[src/rtl/stopwatch_ctrl.sv]
// stopwatch_ctrl: sequences a 3-digit BCD counter as a stopwatch.
// Debounced-by-edge button events drive a four-state FSM that issues
// count-step and clear pulses, and a lap register freezes the display.
module stopwatch_ctrl #(
  parameter int N           = 50,
  parameter bit STOP_AT_MAX = 1'b1
) (
  input  logic       clk,
  input  logic       areset,
  input  logic       btn_ss,
  input  logic       btn_lap,
  input  logic       btn_clr,
  input  logic [3:0] cnt_d0,
  input  logic [3:0] cnt_d1,
  input  logic [3:0] cnt_d2,
  input  logic       cnt_maxed,
  output logic       cnt_en,
  output logic       cnt_clr,
  output logic       running,
  output logic       done,
  output logic       lap_hold,
  output logic [3:0] disp0,
  output logic [3:0] disp1,
  output logic [3:0] disp2
);

  localparam int PW = $clog2(N);
  localparam logic [PW-1:0] PRE_LAST = PW'(N - 1);

  typedef enum logic [1:0] {
    IDLE  = 2'd0,
    RUN   = 2'd1,
    PAUSE = 2'd2,
    DONE  = 2'd3
  } state_t;

  state_t        state, state_n;
  logic [PW-1:0] pre, pre_n;
  logic          en_n, clr_n, hold_n;
  logic [3:0]    lap0, lap1, lap2;
  logic [3:0]    lap0_n, lap1_n, lap2_n;

  logic [2:0]    ss_sync, lap_sync, clr_sync;
  logic          ev_ss, ev_lap, ev_clr;
  logic          sel_ss, sel_lap, sel_clr;
  logic          at_max;

  // Three-flop chains: two for metastability, the third to find the rising edge.
  always_ff @(posedge clk or negedge areset) begin
    if (!areset) begin
      ss_sync  <= 3'b000;
      lap_sync <= 3'b000;
      clr_sync <= 3'b000;
    end else begin
      ss_sync  <= {ss_sync[1:0], btn_ss};
      lap_sync <= {lap_sync[1:0], btn_lap};
      clr_sync <= {clr_sync[1:0], btn_clr};
    end
  end

  assign ev_ss  = ss_sync[1]  & ~ss_sync[2];
  assign ev_lap = lap_sync[1] & ~lap_sync[2];
  assign ev_clr = clr_sync[1] & ~clr_sync[2];

  // Coinciding events resolve as clear over start/stop over lap.
  assign sel_clr = ev_clr;
  assign sel_ss  = ev_ss & ~ev_clr;
  assign sel_lap = ev_lap & ~ev_ss & ~ev_clr;

  assign at_max = STOP_AT_MAX & cnt_maxed;

  // State register.
  always_ff @(posedge clk or negedge areset) begin
    if (!areset) state <= IDLE;
    else         state <= state_n;
  end

  // Next state, prescaler step and the next values of the registered outputs.
  always_comb begin
    state_n = state;
    pre_n   = pre;
    en_n    = 1'b0;
    clr_n   = 1'b0;
    hold_n  = lap_hold;
    lap0_n  = lap0;
    lap1_n  = lap1;
    lap2_n  = lap2;

    if (state == RUN) begin
      if (pre == PRE_LAST) begin
        pre_n = '0;
        en_n  = ~at_max;
      end else begin
        pre_n = pre + PW'(1);
      end
    end

    case (state)
      IDLE: begin
        if (sel_ss) begin
          state_n = RUN;
        end else if (sel_clr) begin
          clr_n = 1'b1;
          pre_n = '0;
        end
      end
      RUN: begin
        if (sel_ss)      state_n = PAUSE;
        else if (at_max) state_n = DONE;
        if (sel_lap) begin
          if (lap_hold) begin
            hold_n = 1'b0;
          end else begin
            hold_n = 1'b1;
            lap0_n = cnt_d0;
            lap1_n = cnt_d1;
            lap2_n = cnt_d2;
          end
        end
      end
      PAUSE, DONE: begin
        if (sel_ss && state == PAUSE) state_n = RUN;
        if (sel_lap) hold_n = 1'b0;
        if (sel_clr) begin
          state_n = IDLE;
          clr_n   = 1'b1;
          pre_n   = '0;
          hold_n  = 1'b0;
          lap0_n  = 4'd0;
          lap1_n  = 4'd0;
          lap2_n  = 4'd0;
        end
      end
      default: state_n = IDLE;
    endcase
  end

  // Prescaler, pulse outputs and lap-freeze registers.
  always_ff @(posedge clk or negedge areset) begin
    if (!areset) begin
      pre      <= '0;
      cnt_en   <= 1'b0;
      cnt_clr  <= 1'b0;
      lap_hold <= 1'b0;
      lap0     <= 4'd0;
      lap1     <= 4'd0;
      lap2     <= 4'd0;
    end else begin
      pre      <= pre_n;
      cnt_en   <= en_n;
      cnt_clr  <= clr_n;
      lap_hold <= hold_n;
      lap0     <= lap0_n;
      lap1     <= lap1_n;
      lap2     <= lap2_n;
    end
  end

  assign running = (state == RUN);
  assign done    = (state == DONE);

  assign disp0 = lap_hold ? lap0 : cnt_d0;
  assign disp1 = lap_hold ? lap1 : cnt_d1;
  assign disp2 = lap_hold ? lap2 : cnt_d2;

endmodule

[config.mk]
export PLATFORM = sky130hd
export DESIGN_NAME = stopwatch_ctrl
export DESIGN_NICKNAME = d
export VERILOG_FILES = /design/src/rtl/stopwatch_ctrl.sv
export SDC_FILE = /design/constraint.sdc
export NUM_CORES = 1
export LEC_CHECK = 0
export ABC_AREA = 1
export CAP_MARGIN = 20
export CORE_MARGIN = 2
export CORE_UTILIZATION = 25
export CTS_CLUSTER_SIZE = 16
export DETAILED_ROUTE_END_ITERATION = 6
export GPL_TIMING_DRIVEN = 0
export SLEW_MARGIN = 5
export SYNTH_ARGS = -nofsm -noshare
export SYNTH_HDL_FRONTEND = slang
export SYNTH_SLANG_ARGS = --single-unit
[constraint.sdc]
create_clock -name clk -period 1.4 [get_ports clk]
set_input_delay 0.28 -clock clk [delete_from_list [all_inputs] [get_ports clk]]
set_output_delay 0.28 -clock clk [all_outputs]
set_load 0.02 [all_outputs]
## Word-level counts from Yosys, hierarchy flattened

Cells that the tools add are included.

- Bitwise operators: 12
- Reductions and logical operators: 7
- Equal/unequal tests: 10
- Mux-type cells: 31
- Add/subtract/negate cells: 1

Operators with widths:

| cell | count |
|---|---|
| 2-to-1 mux 4 bit | 7 |
| 2-to-1 mux 6 bit | 4 |
| case mux 4 bit (2 select lines) | 3 |
| case mux 6 bit (2 select lines) | 1 |
| 2-to-1 mux 2 bit | 5 |
| AND reduction 3 bit | 3 |
| 2-to-1 mux 1 bit | 8 |
| adder 6 x 1 -> 6 bit (second input constant) | 1 |
| AND 1 bit | 6 |
| == test 6 bit (second input constant) | 1 |
| inequality test 3 bit (second input constant) | 2 |
| inverter 1 bit | 6 |
| case mux 2 bit (3 select lines) | 1 |
| == test 2 bit (second input constant) | 2 |
| inequality test 2 bit (second input constant) | 2 |
| case mux 1 bit (2 select lines) | 2 |
| inequality test 3 x 2 -> 1 bit (second input constant) | 1 |
| == test 2 x 1 -> 1 bit (second input constant) | 1 |
| logical NOT 2 bit | 1 |
| inequality test 2 x 1 -> 1 bit (second input constant) | 1 |
| nonzero test 2 bit | 1 |
| OR reduction 2 bit | 1 |
| logical AND 1 bit | 1 |

- Flip-flop bits (word level): 32
- Logic and storage cells: 72
- Input port bits: 18

## Longest topological paths before layout

Gate-level depths: netlist of run 1.

- Word-level depth: 8
- Depth in mapped cells: 9

## Least setup slack after synthesis of run 1

No wires, ideal clock.

- Kind: register to output
- Start point: register lap_hold
- End point: output port disp0[0]
- Arrival: 1.002 ns
- Path buffers: 1
- Cell stages (with the launch flop): 5
- Path slack: 0.118 ns
- Cells stage by stage: dfrtp_1 > inv_1 > buf_2 > nand2_1 > nand2_1

- Longest elaborated chain between the ends: 1

RTL lines:

| element | line | RTL |
|---|---|---|
| start, declared | 21 | `output logic lap_hold,` |
| start signal, assigned | 152 | `lap_hold <= hold_n;` |
| 2-to-1 mux 4 bit | 162 | `assign disp0 = lap_hold ? lap0 : cnt_d0;` |
| end, declared | 22 | `output logic [3:0] disp0,` |

No other way between the ends.

## Worst setup path after layout of run 1

- Start point: register lap_hold
- End point: output port disp1[0]

- Longest elaborated chain between the ends: 1

RTL lines:

| element | line | RTL |
|---|---|---|
| 2-to-1 mux 4 bit | n/a |  |
| end, declared | 23 | `output logic [3:0] disp1,` |

No other way between the ends.

==> impl_metrics.tcl, run 1 <==
set metrics [dict create \
    worst_path_max_delay_cell "dfrtp_2" \
    grt_setup_unrepaired "true" \
    drt_iter0_drc 53 \
    fillerInstances 636 \
    grt_pass1_vias 1376 \
    synth_cells 207 \
    drc 0 \
    die_area_um2 7170 \
    yosysWarnings 0 \
    switching_share_pct 42.0 \
    clock_tree.htree_level_count 2 \
    timing.rr.start "state[1]" \
    final-hold-violation-count 0 \
    yosysUniqueCellTypes 21 \
    clk_path_buf_depth 2 \
    wl_per_cell_um 10.9 \
    timing.final.crit_share_pct 108 \
    die_w_um 84.7 \
    grt.overflow.total 0 \
    antennaDiodeCount 0 \
    vias 1420 \
    drv_slew 0 \
    arrival_ps 1230 \
    vdd_drop_max_mv 1.16 \
    path_max_fanout 5 \
    p_int_uw 3090 \
    layout.nets 279 \
    p_leak_uw 0.00126 \
    end_kind "output port" \
    antenna_found_initial 0 \
    dieHeight_um 84.7 \
    dpl_cell_area_um2 2060 \
    ys_ff_latch 32 \
    tightest_slew_ps 733 \
    utilization_pct 39.2 \
    setup-violations-final 13 \
    yosysTopAreaCell "dfrtp_1" \
    cts_tree "done" \
    syn_avg_cell_area_um2 7.86 \
    drt_pass1_iterations 4 \
    grt_use_total_pct 11.1 \
    finClkSkew_ps 5.18 \
    port_buffers 34 \
    synth.area.top_cells "dfrtp_1 (49%), nand2_1 (18%), nand3_1 (6.8%)" \
    period_needed_ps 1510 \
    start_util_pct 25.8 \
    crit_path_cell_trace "inv_4 -> buf_12 -> nand2_4 -> nand2_2 -> buf_6" \
    r2r-end "lap0[3]" \
    syn_area_um2 1630 \
    failed_checks "negative setup slack" \
    reg2reg_slack_ps 100 \
    hp-class "in2async" \
    wl_um 3670 \
    yosys.area.top_type_share_pct 49.2 \
    fp-row-count 29 \
    grt_max_degree 33 \
    status "finished with violations" \
    clkLatencyLatePin_ps 280 \
    routabilityCongestion 0.703 \
    max_stage_delay_ps 470 \
    postRouteAntennaNets 0 \
    drv_cap 0 \
    slew_headroom_pct 51.2 \
    r2r_cells 10 \
    grt_first_pass_wirelength_um 6310 \
    worst_slack_ps -115 \
    core_um2 6310 \
    final_cell_area_um2 2480 \
    cts_buffers 5 \
    cellPowerDensity_nw_per_um2 2150 \
    cts_root_buffer "clkbuf_8" \
    placed_cells 318 \
    pwr-share-clk_pct 14.1 \
    setup.worst_path.start_class "flop" \
    syn2layout_area_growth_pct 52.3 \
    viasPerCell 4.23 \
    syn-num-nets 227 \
    clkTransAtPathRegs_ps 60 \
    cts.sinks 32 \
    worstSetupEndpoint "disp1[0]" \
    power_switching_uw 2240 \
    fmax_ghz 0.660 \
    cp.required_ps 1120 \
    instances_no_fill 336 \
    io_pins 35 \
    p_comb_share_pct 59.6 \
    drive_gt1_share_pct 34.0 \
    worstSetupPathType "reg2out" \
    seqPwrFrac_pct 26.3 \
    yosysSeqAreaShare_pct 49.2 \
    cp-startpoint "lap_hold" \
    dp.final_hpwl_um 2430 \
]
[flip-flops by register name (all words and copies together), names as in the netlist]
name,flops
pre,6
cnt_clr,1
cnt_en,1
clr_sync,3
lap2,4
ss_sync,3
lap0,4
lap1,4
state,2
lap_hold,1
lap_sync,3
[layer usage]
metal | up-vias | share of wire, % | global-route usage [%]
met4 | 0 | 1.8 | 4.33
li1 | 749 | - | -
met3 | 6 | 5.6 | 3.44
met5 | - | 0 | 0
met2 | 31 | 48 | 18.3
met1 | 634 | 45 | 13.5
[worst max-delay path: cells and delay by family, from the launching register on]
kind,cells,cell delay (ps)
buffers and inverters,3,370
AND/OR/NAND/NOR,2,110
flip-flops,1,470
[how the worst min path moves through the flow]
stage                startpoint          end  slack, ps  cells past startpoint
floorplan                areset  clr_sync[0]        -20                      0
global placement    clr_sync[0]  clr_sync[1]        330                      0
detailed placement  lap_sync[0]  lap_sync[1]        340                      0
CTS                      areset   ss_sync[2]         70                      1
global route             areset  lap_sync[0]        110                      1
finish                   areset      lap2[1]         60                      1
[timing repair]
item | in CTS | in global routing
setup buffers | 4 | 6
hold buffers | 0 | 0
pin swaps | 4 | 9
resized for setup | 118 | 36
setup endpoints to repair | 17 | 26
endpoints found under the hold margin | 0 | 0
cloned | 1 | 0
[logic make-up after synthesis]
group,count (synthesis),synth area share [%]
buf+inv,27,8.54
simple gates,126,34.2
fa+ha+maj,2,1.54
flops,32,49.2
compound gates,19,5.92
xor+xnor,1,0.539
[per-stage QoR]
| stage | setup slack (ps) | total power [µW] | hold WS (ps) | TNS [ps] |
|---|---|---|---|---|
| finish | -115 | 5320 | 57.1 | -1150 |
| detailed placement | -551 | 3780 | 336 | -6250 |
| global placement | -626 | 3750 | 334 | -26150 |
| floorplan | 118 | 3000 | -15.6 | 0 |
| CTS | -128 | 4960 | 74.5 | -1400 |
| global route | -176 | 5740 | 108 | -1990 |
[cell type report]
class                      instances  area, µm²  share of cell area (%)
buffer                             7        110                    4.44
clock buffer                       7       96.3                    3.89
inverter                          20       95.1                    3.84
multi-input combinational        148        825                    33.3
sequential                        32        803                    32.4
tap                               77       96.3                    3.89
timing repair buffer              45        452                    18.2
[synth_stat cells, drive strengths merged]
master,number
ha,2
o22ai,1
inv,19
o21ai,2
buf,6
a21oi,16
nor3,1
clkinv,1
xnor2,1
nand2,93
nand3,22
clkbuf,1
dfrtp,32
nor2,10
[power groups by stage]
stage	logic [µW]	clock network (µW)	registers [µW]
floorplan	1640	0	1360
global placement	2380	0	1370
detailed placement	2410	0	1370
CTS	2790	783	1390
global route	3470	824	1440
finish	3170	753	1400
[cell usage in the layout, fill, tap and decap left out, types with 3 or more instances in the layout]
cell and count:
a21oi_1 16, buf_12 3, buf_4 9, buf_6 18
clkbuf_8 7, clkdlybuf4s50_1 16, dfrtp_1 30, dlygate4sd2_1 3
inv_1 14, nand2_1 54, nand2_2 24, nand2_4 13
nand3_1 22, nor2_1 9
Power figures use the tool's default switching activity.
==> inputs of run 2 (changes only) <==
--- a/config.mk
+++ b/config.mk
@@ -12,6 +12,7 @@
 export CTS_CLUSTER_SIZE = 16
 export DETAILED_ROUTE_END_ITERATION = 6
 export GPL_TIMING_DRIVEN = 0
+export MAX_ROUTING_LAYER = met4
 export SLEW_MARGIN = 5
 export SYNTH_ARGS = -nofsm -noshare
 export SYNTH_HDL_FRONTEND = slang
==> run 2 against run 1 <==
Cell count did not move. The flow still finishes with violations (negative setup slack). Global-route usage rose by 0.33 points. Largest cell class unchanged. Non-clock buffer count unchanged. Critical endpoint unchanged. Hold slack gained 3.0 ps. Die area is the same.
==> impl_metrics.tcl, run 2 (synthesized netlist as in run 1, its figures left out) <==
set metrics [dict create \
    status "finished with violations" \
    failed_checks "negative setup slack" \
    multi_input_area_um2 825 \
    grt_pass1_vias 1377 \
    setup-violations-final 13 \
    antennaDiodeCount 0 \
    io_pins 35 \
    dieHeight_um 84.7 \
    grt_use_total_pct 11.4 \
    final-hold-violation-count 0 \
    cts_buffers 5 \
    clk_path_buf_depth 2 \
    drv_cap 0 \
    seqPwrFrac_pct 26.4 \
    top_register "pre" \
    routabilityCongestion 0.711 \
    arrival_ps 1240 \
    wl_um 3700 \
    largest_register_ffs 6 \
    die_w_um 84.7 \
    layout.nets 279 \
    die_area_um2 7170 \
    met3_usage_pct 3.44 \
    final_common_cell "nand2_1" \
    final_cell_mix "nand2_1 (54), dfrtp_1 (30), nand2_2 (24), nand3_1 (22), buf_6 (18)" \
    port_buffers 34 \
    clock_tree.htree_level_count 2 \
    r2r_cells 10 \
    cellPowerDensity_nw_per_um2 2150 \
    fillerInstances 636 \
    antenna_found_initial 0 \
    p_comb_share_pct 59.6 \
    fmax_ghz 0.659 \
    timing.final.crit_share_pct 108 \
    cts.sinks 32 \
    cts_tree "done" \
    grt.overflow.total 0 \
    grt_setup_unrepaired "true" \
    pwr-share-clk_pct 14.0 \
    drt_iter0_drc 57 \
    vdd_drop_max_mv 1.17 \
    slew_headroom_pct 51.2 \
    cts_root_buffer "clkbuf_8" \
    path_max_fanout 5 \
    instances_no_fill 336 \
    p_leak_uw 0.00126 \
    worstSetupPathType "reg2out" \
    syn2layout_area_growth_pct 52.3 \
    cp.required_ps 1120 \
    clkLatencyLatePin_ps 280 \
    drv_slew 0 \
    power_switching_uw 2230 \
    period_needed_ps 1520 \
    register_area_um2 803 \
    finalPower_uw 5320 \
    dp.final_hpwl_um 2430 \
    placed_cells 318 \
    vias 1424 \
    drive_gt1_share_pct 34.0 \
    tightest_slew_ps 733 \
    drt_pass1_iterations 5 \
    grt_first_pass_wirelength_um 6310 \
    wl_per_cell_um 11.0 \
    use_met2_pct 18.3 \
    grt_max_degree 33 \
    drc 0 \
    busiest_layer "met2" \
    postRouteAntennaNets 0 \
    fp-row-count 29 \
    cts_hold_buf 0 \
    core_um2 6310 \
    viasPerCell 4.24 \
    start_util_pct 25.8 \
    finClkSkew_ps 4.83 \
    switching_share_pct 41.9 \
    worst_slack_ps -118 \
    hp-class "in2async" \
    p_int_uw 3090 \
    end_kind "output port" \
    clkTransAtPathRegs_ps 60 \
    setup.worst_path.start_class "flop" \
    grt_use_met1_pct 13.5 \
]
run 2: per-layer routing:
metal  routed length (µm)  up-vias
met5                    0        -
met4                   63        0
met3                  204        6
met2                 1760       30
met1                 1670      639
li1                     -      749
run 2: path summary, 6_finish.rpt:
check	from	end	slack [ps]
setup / recovery	lap_hold	disp1[0]	-120
hold / removal	areset	lap2[1]	60
setup reg to reg	state[1]	lap2[2]	100
hold reg to reg	lap_sync[0]	lap_sync[1]	350
max in group asynchronous	areset	state[0]	830
min in group clk	lap_sync[0]	lap_sync[1]	350
run 2: final cells by class:
cell class / instances / area share [%]
buffer: 7 / 4.44
clock buffer: 7 / 3.89
tap: 77 / 3.89
inverter: 20 / 3.84
multi-input combinational: 148 / 33.3
timing repair buffer: 45 / 18.2
sequential: 32 / 32.4
run 2: stage by stage:
stage               setup WS [ps]  setup TNS, ps  area, µm²  utilization [%]  hold slack, ps
floorplan                     118              0       1630                -           -15.6
global placement             -626         -26150       2060             32.7             334
detailed placement           -551          -6250       2060             32.6             336
CTS                          -128          -1400       2310             36.5            74.5
global route                 -176          -1990       2480             39.2             108
finish                       -118          -1200       2480             39.2            60.1
run 2: timing repair:
| item | CTS | global route |
|---|---|---|
| setup endpoints to repair | 17 | 26 |
| buffers inserted | 4 | 6 |
| pin swaps | 4 | 9 |
| cloned | 1 | 0 |
| endpoints found under the hold margin | 0 | 0 |
| resized for setup | 118 | 36 |
run 2: critical path, stage by stage (launching register included):
cell	delay [ps]
dfrtp_2	470
inv_4	120
buf_12	140
nand2_4	50
nand2_2	60
buf_6	110
run 2: power by group through the flow:
stage,Combinational [µW],Sequential (µW),Clock (µW)
6_report,3170,1400,746
5_1_grt,3480,1440,824
4_1_cts,2790,1390,783
3_5_place_dp,2410,1370,0
3_3_place_gp,2380,1370,0
2_1_floorplan,1640,1360,0
